==> src/rtl/ddram_byte_port.sv <==
// Byte-wide DMA responder with a one-line read cache, mapped onto single-beat 64-bit DDRAM accesses.
// Build option: define DDRB_STATS_EN to add saturating hit/miss counters (O_HITS, O_MISSES).
module ddram_byte_port #(
    parameter logic [3:0] BASE_NIBBLE = 4'h3
) (
    input  logic        I_CLK,
    input  logic        I_RSTn,
    input  logic [27:0] I_ADDR,
    input  logic        I_RD,
    input  logic        I_WE,
    input  logic [7:0]  I_DIN,
    output logic [7:0]  O_DOUT,
    output logic        O_READY,
`ifdef DDRB_STATS_EN
    output logic [15:0] O_HITS,
    output logic [15:0] O_MISSES,
`endif
    output logic [2:0]  O_DBG_STATE,
    input  logic        DDRAM_BUSY,
    output logic [7:0]  DDRAM_BURSTCNT,
    output logic [28:0] DDRAM_ADDR,
    input  logic [63:0] DDRAM_DOUT,
    input  logic        DDRAM_DOUT_READY,
    output logic        DDRAM_RD,
    output logic [63:0] DDRAM_DIN,
    output logic [7:0]  DDRAM_BE,
    output logic        DDRAM_WE
);

    // Request side: I_RD/I_WE are sampled only on an edge where O_READY=1 (state IDLE);
    // anything presented while O_READY=0 is dropped. DDR side: a command is held until
    // an edge with DDRAM_BUSY=0; a read beat counts only when DDRAM_DOUT_READY=1 in RD_WAIT.
    typedef enum logic [2:0] {
        S_IDLE    = 3'd0,
        S_HIT     = 3'd1,
        S_RD_CMD  = 3'd2,
        S_RD_WAIT = 3'd3,
        S_WR_CMD  = 3'd4
    } state_t;

    state_t      state_q, state_d;
    logic [63:0] line_q;
    logic [24:0] tag_q;
    logic        valid_q;
    logic [2:0]  ofs_q;
    logic [7:0]  dout_q;
    logic [28:0] ddr_addr_q;
    logic [7:0]  be_q;
    logic [63:0] din_q;
    logic        cache_hit;
    logic        wr_line_cached;
    logic        accept;

    assign cache_hit      = valid_q && (tag_q == I_ADDR[27:3]);
    assign wr_line_cached = valid_q && (tag_q == ddr_addr_q[24:0]);
    assign accept         = (state_q == S_IDLE) && (I_RD || I_WE);

    always_ff @(posedge I_CLK or negedge I_RSTn) begin
        if (!I_RSTn) state_q <= S_IDLE;
        else         state_q <= state_d;
    end

    always_comb begin
        state_d  = state_q;
        O_READY  = 1'b0;
        DDRAM_RD = 1'b0;
        DDRAM_WE = 1'b0;
        case (state_q)
            S_IDLE: begin
                O_READY = 1'b1;
                // A write presented together with a read wins; the read is discarded.
                if (I_WE)      state_d = S_WR_CMD;
                else if (I_RD) state_d = cache_hit ? S_HIT : S_RD_CMD;
            end
            S_HIT: state_d = S_IDLE;
            S_RD_CMD: begin
                DDRAM_RD = 1'b1;
                if (!DDRAM_BUSY) state_d = S_RD_WAIT;
            end
            S_RD_WAIT: if (DDRAM_DOUT_READY) state_d = S_IDLE;
            S_WR_CMD: begin
                DDRAM_WE = 1'b1;
                if (!DDRAM_BUSY) state_d = S_IDLE;
            end
            default: state_d = S_IDLE;
        endcase
    end

    always_ff @(posedge I_CLK or negedge I_RSTn) begin
        if (!I_RSTn) begin
            line_q     <= '0;
            tag_q      <= '0;
            valid_q    <= 1'b0;
            ofs_q      <= '0;
            dout_q     <= '0;
            ddr_addr_q <= '0;
            be_q       <= '0;
            din_q      <= '0;
        end else begin
            if (accept) begin
                ofs_q      <= I_ADDR[2:0];
                ddr_addr_q <= {BASE_NIBBLE, I_ADDR[27:3]};
                be_q       <= 8'b1 << I_ADDR[2:0];
                din_q      <= {8{I_DIN}};
            end
            if (state_q == S_HIT) dout_q <= line_q[{ofs_q, 3'b000} +: 8];
            if (state_q == S_RD_WAIT && DDRAM_DOUT_READY) begin
                line_q  <= DDRAM_DOUT;
                tag_q   <= ddr_addr_q[24:0];
                valid_q <= 1'b1;
                dout_q  <= DDRAM_DOUT[{ofs_q, 3'b000} +: 8];
            end
            // Write-through keeps the cached line coherent with DDR.
            if (state_q == S_WR_CMD && !DDRAM_BUSY && wr_line_cached)
                line_q[{ofs_q, 3'b000} +: 8] <= din_q[7:0];
        end
    end

`ifdef DDRB_STATS_EN
    logic [15:0] hits_q, misses_q;

    always_ff @(posedge I_CLK or negedge I_RSTn) begin
        if (!I_RSTn) begin
            hits_q   <= '0;
            misses_q <= '0;
        end else if (state_q == S_IDLE && I_RD && !I_WE) begin
            if (cache_hit && hits_q != 16'hFFFF)    hits_q   <= hits_q + 16'd1;
            if (!cache_hit && misses_q != 16'hFFFF) misses_q <= misses_q + 16'd1;
        end
    end

    assign O_HITS   = hits_q;
    assign O_MISSES = misses_q;
`endif

    assign O_DOUT         = dout_q;
    assign O_DBG_STATE    = state_q;
    assign DDRAM_BURSTCNT = 8'd1;
    assign DDRAM_ADDR     = ddr_addr_q;
    assign DDRAM_BE       = be_q;
    assign DDRAM_DIN      = din_q;

endmodule

==> config.mk <==
export PLATFORM = sky130hd
export DESIGN_NAME = ddram_byte_port
export DESIGN_NICKNAME = d
export VERILOG_FILES = /design/src/rtl/ddram_byte_port.sv
export SDC_FILE = /design/constraint.sdc
export NUM_CORES = 1
export LEC_CHECK = 0
export CORE_MARGIN = 2
export CORE_UTILIZATION = 37
export DETAILED_ROUTE_END_ITERATION = 7
export GPL_TIMING_DRIVEN = 0
export HOLD_SLACK_MARGIN = 0.15
export PLACE_DENSITY = 0.67
export SYNTH_ARGS = -nofsm -noshare
export SYNTH_HDL_FRONTEND = slang
export SYNTH_SLANG_ARGS = --single-unit
==> constraint.sdc <==
create_clock -name I_CLK -period 2.6 [get_ports I_CLK]
set_clock_uncertainty 0.2 [all_clocks]
set_input_delay 0.52 -clock I_CLK [delete_from_list [all_inputs] [get_ports I_CLK]]
set_output_delay 0.52 -clock I_CLK [all_outputs]
set_load 0.02 [all_outputs]
# Word-level counts from Yosys, hierarchy flattened
# Index checks and enable logic that the tools add are counted.
# word_totals
elab_cells	51
out_inout_bits	123
register_bits	202
# classes
n_reduce_logical	11
add_sub_neg	1
shift	5
n_eq_ne	10
muxes	15
# op_table
cell	count
64-bit 2-to-1 mux	2
64-bit by 7-bit variable part select with 8-bit output	2
64-bit bitwise mux	1
8-bit by 8-bit variable shift with 64-bit output, first input constant	1
8-bit by 8-bit variable part select with 64-bit output	1
25-bit == test	2
8-bit 2-to-1 mux	2
3-bit 2-to-1 mux	5
3-bit one-hot mux with 4 select lines	1
6-bit negator with 8-bit output	1
1-bit by 3-bit left shift with 8-bit output, first input constant	1
3-bit by 2-bit == test with 1-bit output, second input constant	2
1-bit logical AND	6
2-bit != test, second input constant	3
4-bit AND reduction	1
3-bit by 1-bit == test with 1-bit output, second input constant	1
3-bit == test, second input constant	1
3-bit zero test	1
1-bit 2-to-1 mux	3
3-bit != test, second input constant	1
2-bit 2-to-1 mux	1
2-bit nonzero test	1
1-bit zero test	1
1-bit logical OR	1

# Longest topological paths before layout
# Gate-level depths: netlist (run 1).
# depth
word_depth	6
mapped_depth	9
mapped_depth_nobuf	7

# Worst setup path before layout (run 1)
# No wires, ideal clock.
# synth_path
kind	register to register
from	register ofs_q[0]
to	register line_q[33]
setup_slack_ns	-0.193
path_stages_with_launch	10
arrival_ns	2.468
path_cell_list	dfrtp_1 > clkbuf_1 > inv_1 > ha_1 > ha_1 > nor4_1 > nand3_1 > or4_4 > buf_6 > mux2_4
# synth_via
elab_chain_len	4
elab_cells_between_ends	5
# synth_rtl
item	line_no	source
from (decl)	45	logic [2:0] ofs_q;
from (signal assigned)	101	ofs_q <= I_ADDR[2:0];
6-bit negator with 8-bit output *	115	line_q[{ofs_q, 3'b000} +: 8] <= din_q[7:0];
8-bit by 8-bit variable part select with 64-bit output / 8-bit by 8-bit variable shift with 64-bit output (equally long branches)	115	
64-bit bitwise mux *	115	
64-bit 2-to-1 mux *	114	if (state_q == S_WR_CMD && !DDRAM_BUSY && wr_line_cached)
to (signal, indexed assignment)	115	
to (decl)	42	logic [63:0] line_q;
# Every way passes the cells marked *; elsewhere a longest branch is shown, timed or not.
# A chain may end at the register's enable or synchronous reset.

# Worst setup path in the final report (run 1)
# layout_path
from	register tag_q[2]
to	register line_q[37]
# layout_via
elab_chain_len	4
# layout_rtl
item	line_no	source
from (decl)	43	logic [24:0] tag_q;
from (signal assigned)	109	tag_q <= ddr_addr_q[24:0];
25-bit == test	55	assign wr_line_cached = valid_q && (tag_q == ddr_addr_q[24:0]);
1-bit logical AND	55	
1-bit logical AND	114	
64-bit 2-to-1 mux	114	
# Every way passes these cells.

==> impl_metrics.yaml, run 1 <==
cts:
  cts_tree: "done"
  cts-root-buf: "clkbuf_16"
  clockBufferDepth: 2
  h-tree-depth: 4
  clk_pin_slew_ps: 60
  worstSkewPairLatency_ps: 430
  cts_sinks: 146
  cts_made_buffers: 17
worst_hold_path:
  hp-class: "flip-flop to flip-flop"
  whs_path_depth: 2
  hold_end: "DDRAM_BE[1]"
  hold_start: "DDRAM_BE[1]"
synth:
  synthArstFlopShare_pct: 100
  ys_ff_latch: 146
  yosys_warnings: 0
  syn-cell-area_mm2: 0.00799
  syn_inst: 761
  syn_avg_cell_area_um2: 10.5
  synth_edf_count: 0
  synth-seq-area-share_pct: 45.8
  synth_cell_types: 49
  synth_top_flop_cell: "dfrtp_1"
power:
  p_sw_mw: 5.72
  p_total_mw: 14.2
  p_clk_share_pct: 18.4
  cellPowerDensity_mw_per_mm2: 1230
  ir_worst_vdd_v: 0.000573
  leakagePower_nw: 5.56
  seqPwrFrac_pct: 29.6
  swShare_pct: 40.4
  pwr-share-comb_pct: 52.0
  p_int_mw: 8.44
sta:
  finalHoldViolCount: 0
  setup-violations-final: 0
  fin_crit_sh_pct: 98.8
  slew_violations: 0
  worst_pin_slew_ps: 918
  fin_ws_ps: 30.2
  relSlewSlack_pct: 38.7
  setup_tns_ps: 0
  grt_setup_unrepaired: "true"
  min_period_ps: 2570
  max_freq_mhz: 389
critical_path:
  rr_endpoint: "line_q[37]"
  critPathMaxStageDelay_ps: 630
  critical_path_class: "flip-flop to flip-flop"
  reg2regPathDepth: 6
  cp-end-kind: "flip-flop"
  critPathSlowestCell: "or4_4"
  critical_path_arrival_ps: 2670
  crit_fanout: 8
  cp-start-kind: "flip-flop"
  crit_top_cell: "or4_4"
  regToRegStartpoint: "tag_q[2]"
  crit_chain: "xnor2_2, nand4_1, or4_4, or4_4, buf_12, mux2i_2"
  worst_ep_required_time_ps: 2700
  r2r_setup_slack_ps: 30
drt:
  post_drt_via_cell_ratio: 4.91
  num_vias: 6448
  firstDrtPassIters: 5
  antenna_left: 0
  dr.first_iter.drc_count: 324
  wl_per_cell_um: 18.4
  drc: 0
  drt_wl_total_um: 24200
job:
  maxCapViolCount: 0
die:
  dieArea_mm2: 0.0228
  die_h_um: 151
  initial_utilization_pct: 37.9
  fp.dieW_um: 151
  core_mm2: 0.0211
  io_pins: 229
  row_count: 53
place:
  place_ws_ps: -939
  portBuffers: 215
  place_hpwl_um: 17800
  place_congestion: 0.851
finish:
  syn2layout_area_growth_pct: 44.7
  layout-drive-gt1-share_pct: 18.0
  diodes: 0
  nets: 1136
grt:
  grt_max_degree: 89
  grtUsageTotal_pct: 21.1
  grt_pass1_wl_um: 36000
  grt_pass1_vias: 6608
  antenna_found_initial: 1
  overflow: 0
outcome:
  outcome: "finished, final reports clean"
-- through the flow --
stage          std cells  hold WS [ps]  utilization [%]  cell area, um2
6_report            1313           280             54.8           11600
5_1_grt             1313           301             54.8           11600
4_1_cts             1305           267             54.2           11400
3_5_place_dp        1260           270             50.1           10600
3_3_place_gp        1259           262             49.9           10500
2_1_floorplan        769          24.4                -            8040
-- final cells by class --
class | instances | area, um2
fillers | 1869 | 9540
multi-input cells | 515 | 3790
flip-flops and latches | 146 | 3660
repair buffers | 241 | 2420
plain buffers | 94 | 658
clock buffers | 19 | 433
well taps | 275 | 344
clock inverters | 13 | 185
inverters | 10 | 53.8
-- layer usage --
| metal | global-route usage, % | vias up | share of wire, % |
|---|---|---|---|
| li1 | - | 3095 | - |
| met1 | 26.7 | 3083 | 42 |
| met2 | 35.7 | 233 | 48 |
| met3 | 5.99 | 35 | 7.6 |
| met4 | 5.75 | 2 | 1.7 |
| met5 | 0 | - | 0.054 |
-- synthesized netlist by cell type (all sizes together) (5+ instances only) --
cell type / number / share of area (%)
buf: 82 / 7.4
o21ai: 13 / 0.81
mux2: 47 / 6.8
ha: 5 / 0.78
xnor2: 18 / 2.0
a21oi: 8 / 0.50
nand4: 9 / 0.89
nand3: 15 / 0.94
or4: 6 / 0.61
nand4b: 6 / 0.66
o22ai: 17 / 1.3
nor2: 29 / 1.4
clkbuf: 16 / 0.75
xor2: 31 / 3.4
nand2: 138 / 6.5
mux2i: 106 / 13
o2bb2ai: 6 / 0.66
dfrtp: 146 / 46
nor4: 17 / 2.2
inv: 9 / 0.42
nor3: 12 / 0.81
nand2b: 5 / 0.39
-- timing repair --
item	CTS	global route
resized for setup	32	18
pin swaps	10	9
setup endpoints to repair	107	90
setup buffers	14	10
endpoints found under the hold margin	87	0
hold buffers	1	0
-- cell usage in the layout, fill, tap and decap left out, types with 17 or more instances in the layout --
master           synthesis  layout
mux2i_1                106     104
dfrtp_1                146     137
buf_4                   67      92
xor2_1                  31      31
mux2_1                  36      36
o22ai_1                 17      17
nor2_1                  29      29
clkbuf_16                0      17
clkdlybuf4s50_1          0     211
nand2_1                138     137
-- worst max-delay path: cells and delay by family, from the launching register on --
kind | cells | cell delay (ps)
DFF | 1 | 420
muxes | 1 | 140
buffers and inverters | 1 | 170
and+or+nand+nor | 3 | 1310
xor gates and xnor gates | 1 | 190
-- kinds of logic (layout without fill, tap and decap cells) --
logic type	after synthesis	count (layout)	share of synthesized area (%)
buf+inv	108	377	8.60
compound gates	55	55	4.45
simple gates	243	243	14.9
flops	146	146	45.8
other cells	2	10	0.0940
mux	153	153	20.1
xor+xnor	49	49	5.37
fa+ha+maj	5	5	0.783
-- flip-flops by register name, summed over array words and instances (netlist names) --
| signal | count |
|---|---|
| DDRAM_ADDR | 26 |
| ofs_q | 3 |
| valid_q | 1 |
| O_DBG_STATE | 3 |
| DDRAM_BE | 8 |
| DDRAM_DIN | 8 |
| line_q | 64 |
| O_DOUT | 8 |
| tag_q | 25 |
-- worst max-delay path by stage --
stage | startpoint | end | slack [ps] | depth (start not counted)
after detailed placement | DDRAM_DOUT_READY | O_DOUT[2] | -940 | 8
after global routing | tag_q[2] | line_q[34] | -30 | 5
after floorplan | ofs_q[0] | line_q[33] | 0.09 | 8
final | tag_q[2] | line_q[37] | 30 | 6
after global placement | I_RSTn | DDRAM_ADDR[25] | -5260 | 1
after CTS | ofs_q[0] | line_q[3] | -5 | 6
-- power by group through the flow --
stage                     Combinational (mW)  Clock [mW]  Sequential, mW
after global placement                  6.93           0            4.18
final                                   7.37        2.60            4.20
after detailed placement                7.03           0            4.21
after floorplan                         3.84           0            4.43
after global routing                    7.89        2.74            4.34
after CTS                               7.34        2.64            4.17
Note: power is estimated with default switching activity, not from simulation.
==> run 2: changes to the inputs <==
CORE_ASPECT_RATIO = 0.6   (was not set)
CTS_CLUSTER_DIAMETER = 200   (was not set)
==> run 2 against run 1 <==
  * The run now ends with negative setup slack left
  * Critical path depth did not move
  * Die area increased by 0.17%
  * Hold slack gained 4.4 ps
  * Combinational power rose by 2.8%
  * Count of clock-buffer cells in the layout decreased by 1
  * Sequential cell count did not move
  * Largest power group unchanged
==> impl_metrics.yaml, run 2 (synthesis gave the netlist of run 1 again) <==
outcome:
  outcome: "complete, but fails checks"
  violations: "negative setup slack"
cts:
  clk_pin_slew_ps: 60
  h-tree-depth: 4
  cts_tree: "done"
  worstSkewPairLatency_ps: 420
  cts_made_buffers: 17
  cts-root-buf: "clkbuf_16"
  cts_sinks: 146
  clockBufferDepth: 2
finish:
  post-route-util_pct: 54.8
  diodes: 0
  most-common-layout-cells: "210 x clkdlybuf4s50_1, 137 x dfrtp_1, 137 x nand2_1, 105 x mux2i_1, 88 x buf_4"
  layout-drive-gt1-share_pct: 18.0
  stdcell_count: 1317
  final_common_cell: "clkdlybuf4s50_1"
  fin_area_mm2: 0.0116
  regMostFlops: "line_q"
  syn2layout_area_growth_pct: 44.8
  nets: 1137
  largest_reg_flops: 64
sta:
  grt_setup_unrepaired: "true"
  min_period_ps: 2610
  worst_pin_slew_ps: 781
  relSlewSlack_pct: 47.6
  slew_violations: 0
  finalHoldViolCount: 0
  setup_tns_ps: -25.3
  max_freq_mhz: 383
  setup-violations-final: 4
  fin_crit_sh_pct: 100
  fin_ws_ps: -10.9
power:
  leakagePower_nw: 5.60
  cellPowerDensity_mw_per_mm2: 1240
  ir_worst_vdd_v: 0.000612
die:
  row_count: 41
  io_pins: 229
  die_h_um: 118
  initial_utilization_pct: 37.9
  fp.dieW_um: 194
  dieArea_mm2: 0.0228
  core_mm2: 0.0211
grt:
  grt_max_degree: 86
  antenna_found_initial: 0
  grt_pass1_vias: 6692
  grt_pass1_wl_um: 39200
  grtUsageTotal_pct: 22.6
  overflow: 0
drt:
  antenna_left: 0
  dr.first_iter.drc_count: 404
  drc: 0
  num_vias: 6590
  firstDrtPassIters: 5
  post_drt_via_cell_ratio: 5.00
  drt_wl_total_um: 25700
  wl_per_cell_um: 19.5
worst_hold_path:
  hp-class: "flip-flop to flip-flop"
critical_path:
  cp-end-kind: "flip-flop"
  critical_path_arrival_ps: 2710
  worst_ep_required_time_ps: 2700
  crit_fanout: 5
  critical_path_class: "flip-flop to flip-flop"
  cp-start-kind: "flip-flop"
place:
  portBuffers: 215
  dp.cells: 1264
  place_area_mm2: 0.0106
  place_hpwl_um: 19000
  place_congestion: 0.881
job:
  maxCapViolCount: 0
-- run 2: changes by cell type in the layout (fill, tap and decap cells not counted), moves of 3 or more --
| cell | previous run | this run |
|---|---|---|
| buf_4 | 92 | 88 |
| buf_6 | 3 | 6 |
| clkbuf_1 | 13 | 10 |
| clkinvlp_4 | 6 | 3 |
| xnor2_1 | 15 | 18 |
| xnor2_2 | 3 | 0 |
-- run 2: repair_timing --
item / in CTS / in global routing
setup endpoints to repair: 145 / 100
resized for setup: 30 / 33
hold buffers: 1 / 0
pin swaps: 11 / 9
cloned: 0 / 0
hold endpoints to repair: 61 / 0
buffers inserted: 19 / 6
-- run 2: power breakdown --
part           internal, mW  switching, mW
clock                  1.51          0.998
combinational          3.60           3.98
sequential             3.28          0.947
total                  8.38           5.92
-- run 2: through the flow --
step / worst slack (ps) / hold WS [ps] / power, mW
final: -10.9 / 285 / 14.3
after CTS: 1.67 / 278 / 14.2
after detailed placement: -949 / 259 / 11.4
after global routing: -75.1 / 303 / 15.1
after global placement: -5360 / 250 / 11.2
after floorplan: 0.0868 / 24.4 / 8.27
-- run 2: layout make-up --
| cell class | count | area [um2] |
|---|---|---|
| inverter | 10 | 53.8 |
| tap | 279 | 349 |
| fill | 1871 | 9520 |
| clock inverter | 13 | 160 |
| timing repair buffer | 242 | 2450 |
| multi-input combinational | 515 | 3790 |
| buffer | 94 | 671 |
| clock buffer | 18 | 429 |
| sequential | 146 | 3660 |
-- run 2: critical path, cell delays in order, from the launching register on --
cell and delay [ps]:
dfrtp_1 410, xnor2_1 180, nand4_1 150, or4_4 480, buf_6 150, or4_4 600
mux2_4 330
-- run 2: worst paths after layout --
kind / start / to / slack, ps / cells after the start
setup / recovery: DDRAM_ADDR[2] / line_q[34] / -10 / 6
hold / removal: DDRAM_BE[2] / DDRAM_BE[2] / 280 / 2
setup reg to reg: DDRAM_ADDR[2] / line_q[34] / -10 / 6
hold reg to reg: DDRAM_BE[2] / DDRAM_BE[2] / 280 / 2
max in group asynchronous: I_RSTn / line_q[30] / 900 / 3
min in group asynchronous: I_RSTn / DDRAM_ADDR[9] / 450 / 2
-- run 2: layer usage --
metal / GRT usage (%) / routed length, um / up-vias / part of all wire, %
li1: - / - / 3100 / -
met1: 34.9 / 13000 / 3202 / 51
met2: 30.6 / 10200 / 276 / 40
met3: 6.82 / 2350 / 12 / 9.1
met4: 4.39 / 146 / 0 / 0.57
met5: 0 / 0 / - / 0
